`config.mk`:
```
export PLATFORM = sky130hd
export DESIGN_NAME = fetch_unit_flat
export DESIGN_NICKNAME = d
export VERILOG_FILES = /design/src/rtl/riscv_pkg.sv /design/src/rtl/fetch_unit_if.sv /design/src/rtl/instr_queue.sv /design/src/rtl/fetch_unit.sv /design/src/flat_wrapper.sv
export SDC_FILE = /design/constraint.sdc
export NUM_CORES = 1
export LEC_CHECK = 0
export ABC_AREA = 1
export BUFFER_PORTS_ARGS = -buffer_cell sky130_fd_sc_hd__buf_2
export CAP_MARGIN = 10
export CORE_MARGIN = 2
export CORE_UTILIZATION = 40
export CTS_BUF_LIST = sky130_fd_sc_hd__clkbuf_8
export DETAILED_ROUTE_END_ITERATION = 10
export MAX_ROUTING_LAYER = met4
export PLACE_DENSITY_LB_ADDON = 0.2
export SYNTH_ARGS = -nofsm -noshare
export SYNTH_HDL_FRONTEND = slang
export SYNTH_HIERARCHICAL = 1
export SYNTH_SLANG_ARGS = --single-unit
```
`constraint.sdc`:
```
create_clock -name clk -period 3.1 [get_ports clk]
set_clock_uncertainty 0.2 [all_clocks]
set_input_delay 0.155 -clock clk [delete_from_list [all_inputs] [get_ports clk]]
set_output_delay 0.155 -clock clk [all_outputs]
set_load 0.05 [all_outputs]
```
`src/rtl/riscv_pkg.sv`:
```
// Types and constants shared by the fetch stage: FSM encoding, queue entry
// layout, NOP encoding and PC step.
package riscv_pkg;

  typedef enum logic [1:0] {
    FETCH = 2'd0,
    WAIT  = 2'd1,
    DRAIN = 2'd2
  } fetch_state_t;

  localparam logic [31:0] NOP_INSTR = 32'h0000_0013;
  localparam logic [31:0] PC_STEP   = 32'd4;

  typedef struct packed {
    logic [31:0] pc;
    logic [31:0] instr;
  } fetch_entry_t;

  function automatic logic [31:0] word_align(input logic [31:0] addr);
    return {addr[31:2], 2'b00};
  endfunction

endpackage

```
`src/rtl/fetch_unit_if.sv`:
```
// Fetch-stage bus: instruction-memory request/response, execute redirect and
// the decode-side instruction handshake.
interface fetch_unit_if;
  logic        imem_req_valid;
  logic        imem_req_ready;
  logic [31:0] imem_addr;
  logic        imem_rsp_valid;
  logic [31:0] imem_rdata;
  logic        redirect;
  logic [31:0] redirect_pc;
  logic        instr_valid;
  logic        instr_ready;
  logic [31:0] Instr;
  logic [31:0] instr_pc;

  modport master (
    output imem_req_valid, imem_addr, instr_valid, Instr, instr_pc,
    input  imem_req_ready, imem_rsp_valid, imem_rdata, redirect, redirect_pc,
           instr_ready
  );

  modport slave (
    input  imem_req_valid, imem_addr, instr_valid, Instr, instr_pc,
    output imem_req_ready, imem_rsp_valid, imem_rdata, redirect, redirect_pc,
           instr_ready
  );
endinterface

```
`src/rtl/instr_queue.sv`:
```
// Small FIFO of fetched {pc, instr} pairs with flush; head is combinational
// from the slot addressed by the read pointer.
module instr_queue
  import riscv_pkg::*;
#(
  parameter  int DEPTH = 2,
  localparam int PTR_W = (DEPTH > 1) ? $clog2(DEPTH) : 1,
  localparam int CNT_W = $clog2(DEPTH + 1)
) (
  input  logic             clk,
  input  logic             rst_n,
  input  logic             push,
  input  fetch_entry_t     push_entry,
  input  logic             pop,
  input  logic             flush,
  output logic [CNT_W-1:0] count,
  output fetch_entry_t     head
);

  logic [PTR_W-1:0] wr_ptr_reg;
  logic [PTR_W-1:0] rd_ptr_reg;
  logic [CNT_W-1:0] count_reg;
  logic             do_push;
  logic             do_pop;
  fetch_entry_t     slots [DEPTH];

  assign do_pop  = pop && (count_reg != '0);
  // A push into a full queue is only legal when the head leaves in the same cycle.
  assign do_push = push && ((count_reg < CNT_W'(DEPTH)) || do_pop);

  always_ff @(posedge clk or negedge rst_n) begin
    if (!rst_n) begin
      wr_ptr_reg <= '0;
      rd_ptr_reg <= '0;
      count_reg  <= '0;
    end else if (flush) begin
      wr_ptr_reg <= '0;
      rd_ptr_reg <= '0;
      count_reg  <= '0;
    end else begin
      if (do_push) wr_ptr_reg <= wr_ptr_reg + PTR_W'(1);
      if (do_pop)  rd_ptr_reg <= rd_ptr_reg + PTR_W'(1);
      count_reg <= count_reg + CNT_W'(do_push) - CNT_W'(do_pop);
    end
  end

  genvar gi;
  generate
    for (gi = 0; gi < DEPTH; gi++) begin : g_slot
      fetch_entry_t data_reg;

      always_ff @(posedge clk or negedge rst_n) begin
        if (!rst_n) begin
          data_reg <= '0;
        end else if (do_push && !flush && (wr_ptr_reg == PTR_W'(gi))) begin
          data_reg <= push_entry;
        end
      end

      assign slots[gi] = data_reg;
    end
  endgenerate

  assign count = count_reg;
  assign head  = slots[rd_ptr_reg];

endmodule

```
`src/rtl/fetch_unit.sv`:
```
// Instruction fetch: PC register and request FSM (at most one outstanding
// memory request) feeding a 2-entry instruction queue towards decode.
module fetch_unit
  import riscv_pkg::*;
#(
  parameter logic [31:0] RESET_PC = 32'h0000_0000,
  parameter int          QDEPTH   = 2
) (
  input logic          clk,
  input logic          rst_n,
  fetch_unit_if.master bus
);

  localparam int CNT_W = $clog2(QDEPTH + 1);

  fetch_state_t     state_reg, state_next;
  logic [31:0]      fetch_pc_reg, fetch_pc_next;
  logic             req_valid;
  logic             push;
  logic             pop;
  logic [CNT_W-1:0] queue_count;
  fetch_entry_t     push_entry;
  fetch_entry_t     head;

  always_ff @(posedge clk or negedge rst_n) begin
    if (!rst_n) begin
      state_reg    <= FETCH;
      fetch_pc_reg <= RESET_PC;
    end else begin
      state_reg    <= state_next;
      fetch_pc_reg <= fetch_pc_next;
    end
  end

  always_comb begin
    state_next    = state_reg;
    fetch_pc_next = fetch_pc_reg;
    req_valid     = 1'b0;
    push          = 1'b0;
    case (state_reg)
      FETCH: begin
        // No request while reset is held; nothing is outstanding in FETCH.
        req_valid = rst_n && !bus.redirect && (queue_count < CNT_W'(QDEPTH));
        if (bus.redirect) begin
          fetch_pc_next = word_align(bus.redirect_pc);
        end else if (req_valid && bus.imem_req_ready) begin
          state_next    = WAIT;
          fetch_pc_next = fetch_pc_reg + PC_STEP;
        end
      end
      WAIT: begin
        if (bus.redirect) begin
          fetch_pc_next = word_align(bus.redirect_pc);
          state_next    = bus.imem_rsp_valid ? FETCH : DRAIN;
        end else if (bus.imem_rsp_valid) begin
          push       = 1'b1;
          state_next = FETCH;
        end
      end
      DRAIN: begin
        if (bus.redirect) fetch_pc_next = word_align(bus.redirect_pc);
        // The stale response always ends the drain, even alongside a new redirect.
        if (bus.imem_rsp_valid) state_next = FETCH;
      end
      default: state_next = FETCH;
    endcase
  end

  // fetch_pc advanced by one step when the outstanding request was accepted.
  assign push_entry = '{pc: fetch_pc_reg - PC_STEP, instr: bus.imem_rdata};
  assign pop        = bus.instr_valid && bus.instr_ready && !bus.redirect;

  instr_queue #(
    .DEPTH(QDEPTH)
  ) u_queue (
    .clk       (clk),
    .rst_n     (rst_n),
    .push      (push),
    .push_entry(push_entry),
    .pop       (pop),
    .flush     (bus.redirect),
    .count     (queue_count),
    .head      (head)
  );

  assign bus.imem_req_valid = req_valid;
  assign bus.imem_addr      = fetch_pc_reg;
  assign bus.instr_valid    = (queue_count != '0);
  assign bus.Instr          = bus.instr_valid ? head.instr : NOP_INSTR;
  assign bus.instr_pc       = bus.instr_valid ? head.pc : 32'h0000_0000;

endmodule

```
`src/flat_wrapper.sv`:
```
// flat-port wrapper written by rule: the top's interface ports become plain ports
module fetch_unit_flat import riscv_pkg::*;
#(
  parameter logic [31:0] RESET_PC = 32'h0000_0000,
  parameter int          QDEPTH   = 2
)
  (clk, rst_n, bus_imem_req_valid, bus_imem_addr, bus_instr_valid, bus_Instr, bus_instr_pc, bus_imem_req_ready, bus_imem_rsp_valid, bus_imem_rdata, bus_redirect, bus_redirect_pc, bus_instr_ready);
  fetch_unit_if bus_i ();
  input logic clk;
  input logic rst_n;
  output wire logic [$bits(bus_i.imem_req_valid)-1:0] bus_imem_req_valid;
  output wire logic [$bits(bus_i.imem_addr)-1:0] bus_imem_addr;
  output wire logic [$bits(bus_i.instr_valid)-1:0] bus_instr_valid;
  output wire logic [$bits(bus_i.Instr)-1:0] bus_Instr;
  output wire logic [$bits(bus_i.instr_pc)-1:0] bus_instr_pc;
  input wire logic [$bits(bus_i.imem_req_ready)-1:0] bus_imem_req_ready;
  input wire logic [$bits(bus_i.imem_rsp_valid)-1:0] bus_imem_rsp_valid;
  input wire logic [$bits(bus_i.imem_rdata)-1:0] bus_imem_rdata;
  input wire logic [$bits(bus_i.redirect)-1:0] bus_redirect;
  input wire logic [$bits(bus_i.redirect_pc)-1:0] bus_redirect_pc;
  input wire logic [$bits(bus_i.instr_ready)-1:0] bus_instr_ready;
  assign bus_imem_req_valid = bus_i.imem_req_valid;
  assign bus_imem_addr = bus_i.imem_addr;
  assign bus_instr_valid = bus_i.instr_valid;
  assign bus_Instr = bus_i.Instr;
  assign bus_instr_pc = bus_i.instr_pc;
  assign bus_i.imem_req_ready = bus_imem_req_ready;
  assign bus_i.imem_rsp_valid = bus_imem_rsp_valid;
  assign bus_i.imem_rdata = bus_imem_rdata;
  assign bus_i.redirect = bus_redirect;
  assign bus_i.redirect_pc = bus_redirect_pc;
  assign bus_i.instr_ready = bus_instr_ready;
  fetch_unit #(.RESET_PC(RESET_PC), .QDEPTH(QDEPTH)) u_core (.clk(clk), .rst_n(rst_n), .bus(bus_i));
endmodule
```
==> metrics.txt <==
status=complete, no violations; Die H=165 um; Peak Freq=0.358 GHz; Synth cell types=39; clk slew on worst S/H paths=110 ps; Slew @ Worst Pin=896 ps; gr usage total=22.9%; Core Region=25300 um^2; Area Growth Syn to Fin=18.4%; Worst Setup End Kind=output pin; Leakage Power=0.00665 uW; worst path required time=2740 ps; Worst-Skew Late Latency=460 ps; vias in the first global route=9395; Slew Viols, Final=0; Final #Nets=1783; DRT iter0 DRCs=816; fillcell total=2613; post-CTS setup buffer count=0; CTS Buffer Depth=2; Power Density=801 nW/um^2; Reg area=4110 um^2; Syn Std Cell Area=10400 um^2; share of layout cells above drive strength 1=15.6%; period utilization=90.1%; GRT overflow=0; crit path capture=bus_instr_pc[17]; die area=27300 um^2; DP Area=11200 um^2; startpoint types=flop; Finish-stage setup viols=0; RSZ-0062 raised after global routing=false; Die W=165 um; Async SR Flop Fraction=100%; Crit Path Max Fanout=37; hpwl dp=19100 um; Root Driver=clkbuf_8; GP Congestion=0.844; Initial Utilization=41.0%; Max-Cap Viols=0; Post-synth EDFFs=0; drt total wl=30200 um; n_diodes=0; yosys warns=6; Crit. Startpoint=u_core/u_queue/rd_ptr_reg; Seq/Total Area, Yosys=39.5%; # clock sinks=164; CTS buffer count=17; register bit count reported by yosys=164; Tmin final=2790 ps; row cnt=58; Tightest Hold Check Type=in2async; Post-synth top flop=dfrtp_1; Setup TNS Final=0 ps; reg2reg start=u_core/u_queue/count[1]; post-layout instance area=12300 um^2; largest net degree at the start of global routing=97; Reg2Reg Capture Point=u_core/u_queue/g_slot[1].data_reg[12]; CP Class=reg2out; first-pass GRT wire length=48100 um; I/O pin count=168; VDD IR max=0.000661 V; Worst Path Arrival=2440 ps; H-tree depth=4; Port Buf Inserts=163; R2R setup slack=450 ps; Mapped Cells=1535; via count=10200; post-DR wirelength/cell=14.8 um; Worst R2R Path Depth=8; syn_area_per_cell=6.77 um^2; Antenna Nets Post-Route=0; initial antenna violation count=0; multi-input combinational cell area=5200 um^2; CTS tree=yes; final hold viol count=0; DRT Pass-1 Iters=5; final routed DRC violation total=0; max reg flops=128; Vias/cell=5.00; relative slew slack=40.3%
## where the power goes
| group | internal, uW | switching (uW) | total, uW |
|---|---|---|---|
| registers | 2860 | 782 | 3640 |
| clock network | 611 | 963 | 1570 |
| logic | 1320 | 3310 | 4640 |
| total | 4800 | 5060 | 9850 |
## worst min-delay path by stage
stage / from / endpoint / slack (ps)
3_5_place_dp: rst_n / u_core/u_queue/g_slot[0].data_reg[21] / 60
6_report: rst_n / u_core/u_queue/g_slot[0].data_reg[31] / 120
4_1_cts: rst_n / u_core/u_queue/g_slot[0].data_reg[31] / 110
5_1_grt: rst_n / u_core/u_queue/g_slot[1].data_reg[29] / 130
3_3_place_gp: rst_n / u_core/u_queue/g_slot[1].data_reg[21] / 60
2_1_floorplan: rst_n / u_core/bus.imem_addr[10] / -340
## per-layer routing
layer	track usage (%)	vias to the layer above	share of wire, %
li1	-	5132	-
met1	29.6	4787	45
met4	4.03	0	0.92
met5	-	-	0
met3	3.05	19	5.1
met2	38.9	293	49
## synthesized netlist by cell type (all sizes together) (2+ instances only)
| cell | instances | area share (%) |
|---|---|---|
| nand2 | 660 | 24 |
| nor2 | 203 | 8.1 |
| dfrtp | 164 | 40 |
| nand4 | 137 | 8.3 |
| inv | 126 | 4.6 |
| buf | 91 | 5.8 |
| nand3 | 48 | 2.5 |
| o21ai | 28 | 1.3 |
| xor2 | 24 | 2.0 |
| clkbuf | 14 | 0.55 |
| or2 | 10 | 0.60 |
| a21oi | 9 | 0.47 |
| ha | 8 | 0.96 |
| nor3 | 5 | 0.51 |
| a31oi | 2 | 0.12 |
## worst max-delay path, stage by stage (launching register included)
cell and delay [ps]:
dfrtp_2 620, inv_2 120, buf_4 400, nand2_1 90, nand2_1 70, inv_1 30
nor2_1 250, buf_2 330
## cells in the final DEF, fill, tap and decap left out, types with 2 or more instances in the layout
master         synthesis  layout
clkinv_8               0       4
a21oi_1                8       8
nand3_2                4       5
inv_2                  2       3
nor3_4                 2       2
nor2_4                 7      11
nor2_1               185     182
clkbuf_8               0      17
inv_6                  1       2
or2_1                  3       3
clkinv_4               0       3
conb_1                 1       6
inv_1                123     122
or2_2                  6       6
nor2_2                11      10
ha_1                   8       8
nand2_1              649     649
nand2_4                1       2
o21ai_0               25      25
inv_8                  0       5
buf_2                 51     162
dlygate4sd3_1          0      69
a31oi_1                2       2
buf_4                 28      16
xor2_1                24      24
buf_12                 0       3
o21ai_1                3       3
nor3_1                 2       2
nand3_1               44      43
dfrtp_1              164     163
nand2_2               10       9
nand4_1              136     136
## per-stage QoR
step | hold WS (ps) | setup slack [ps] | std cells | power, uW | utilization [%]
floorplan | -341 | 878 | 1540 | 7190 | -
global placement | 63.3 | 536 | 1947 | 8140 | 44.2
detailed placement | 58.7 | 535 | 1947 | 8220 | 44.2
CTS | 106 | 307 | 2048 | 9890 | 48.5
global route | 126 | 155 | 2048 | 10700 | 48.5
finish | 120 | 306 | 2048 | 9850 | 48.5
## kinds of logic after synthesis
logic type	share of synthesized area (%)
buffers and inverters	10.9
flip-flops	39.5
XOR/XNOR	2.11
adder cells (fa/ha/maj)	0.964
AND/OR/NAND/NOR	44.4
other	0.0361
AO/OA/AOI/OAI	2.08
## layout make-up
class                   instances  area share, %
repair buffers                251           13.8
well taps                     330           3.36
flip-flops and latches        164           33.4
inverters                     126           3.89
multi-input cells            1145           42.3
clock inverters                15           1.37
clock buffers                  17           1.90
## what timing repair did
action                    CTS  global route
hold buffers               69             0
hold endpoints to repair  264             0
resized for setup           0             0
(Power assumes the default switching activity.)
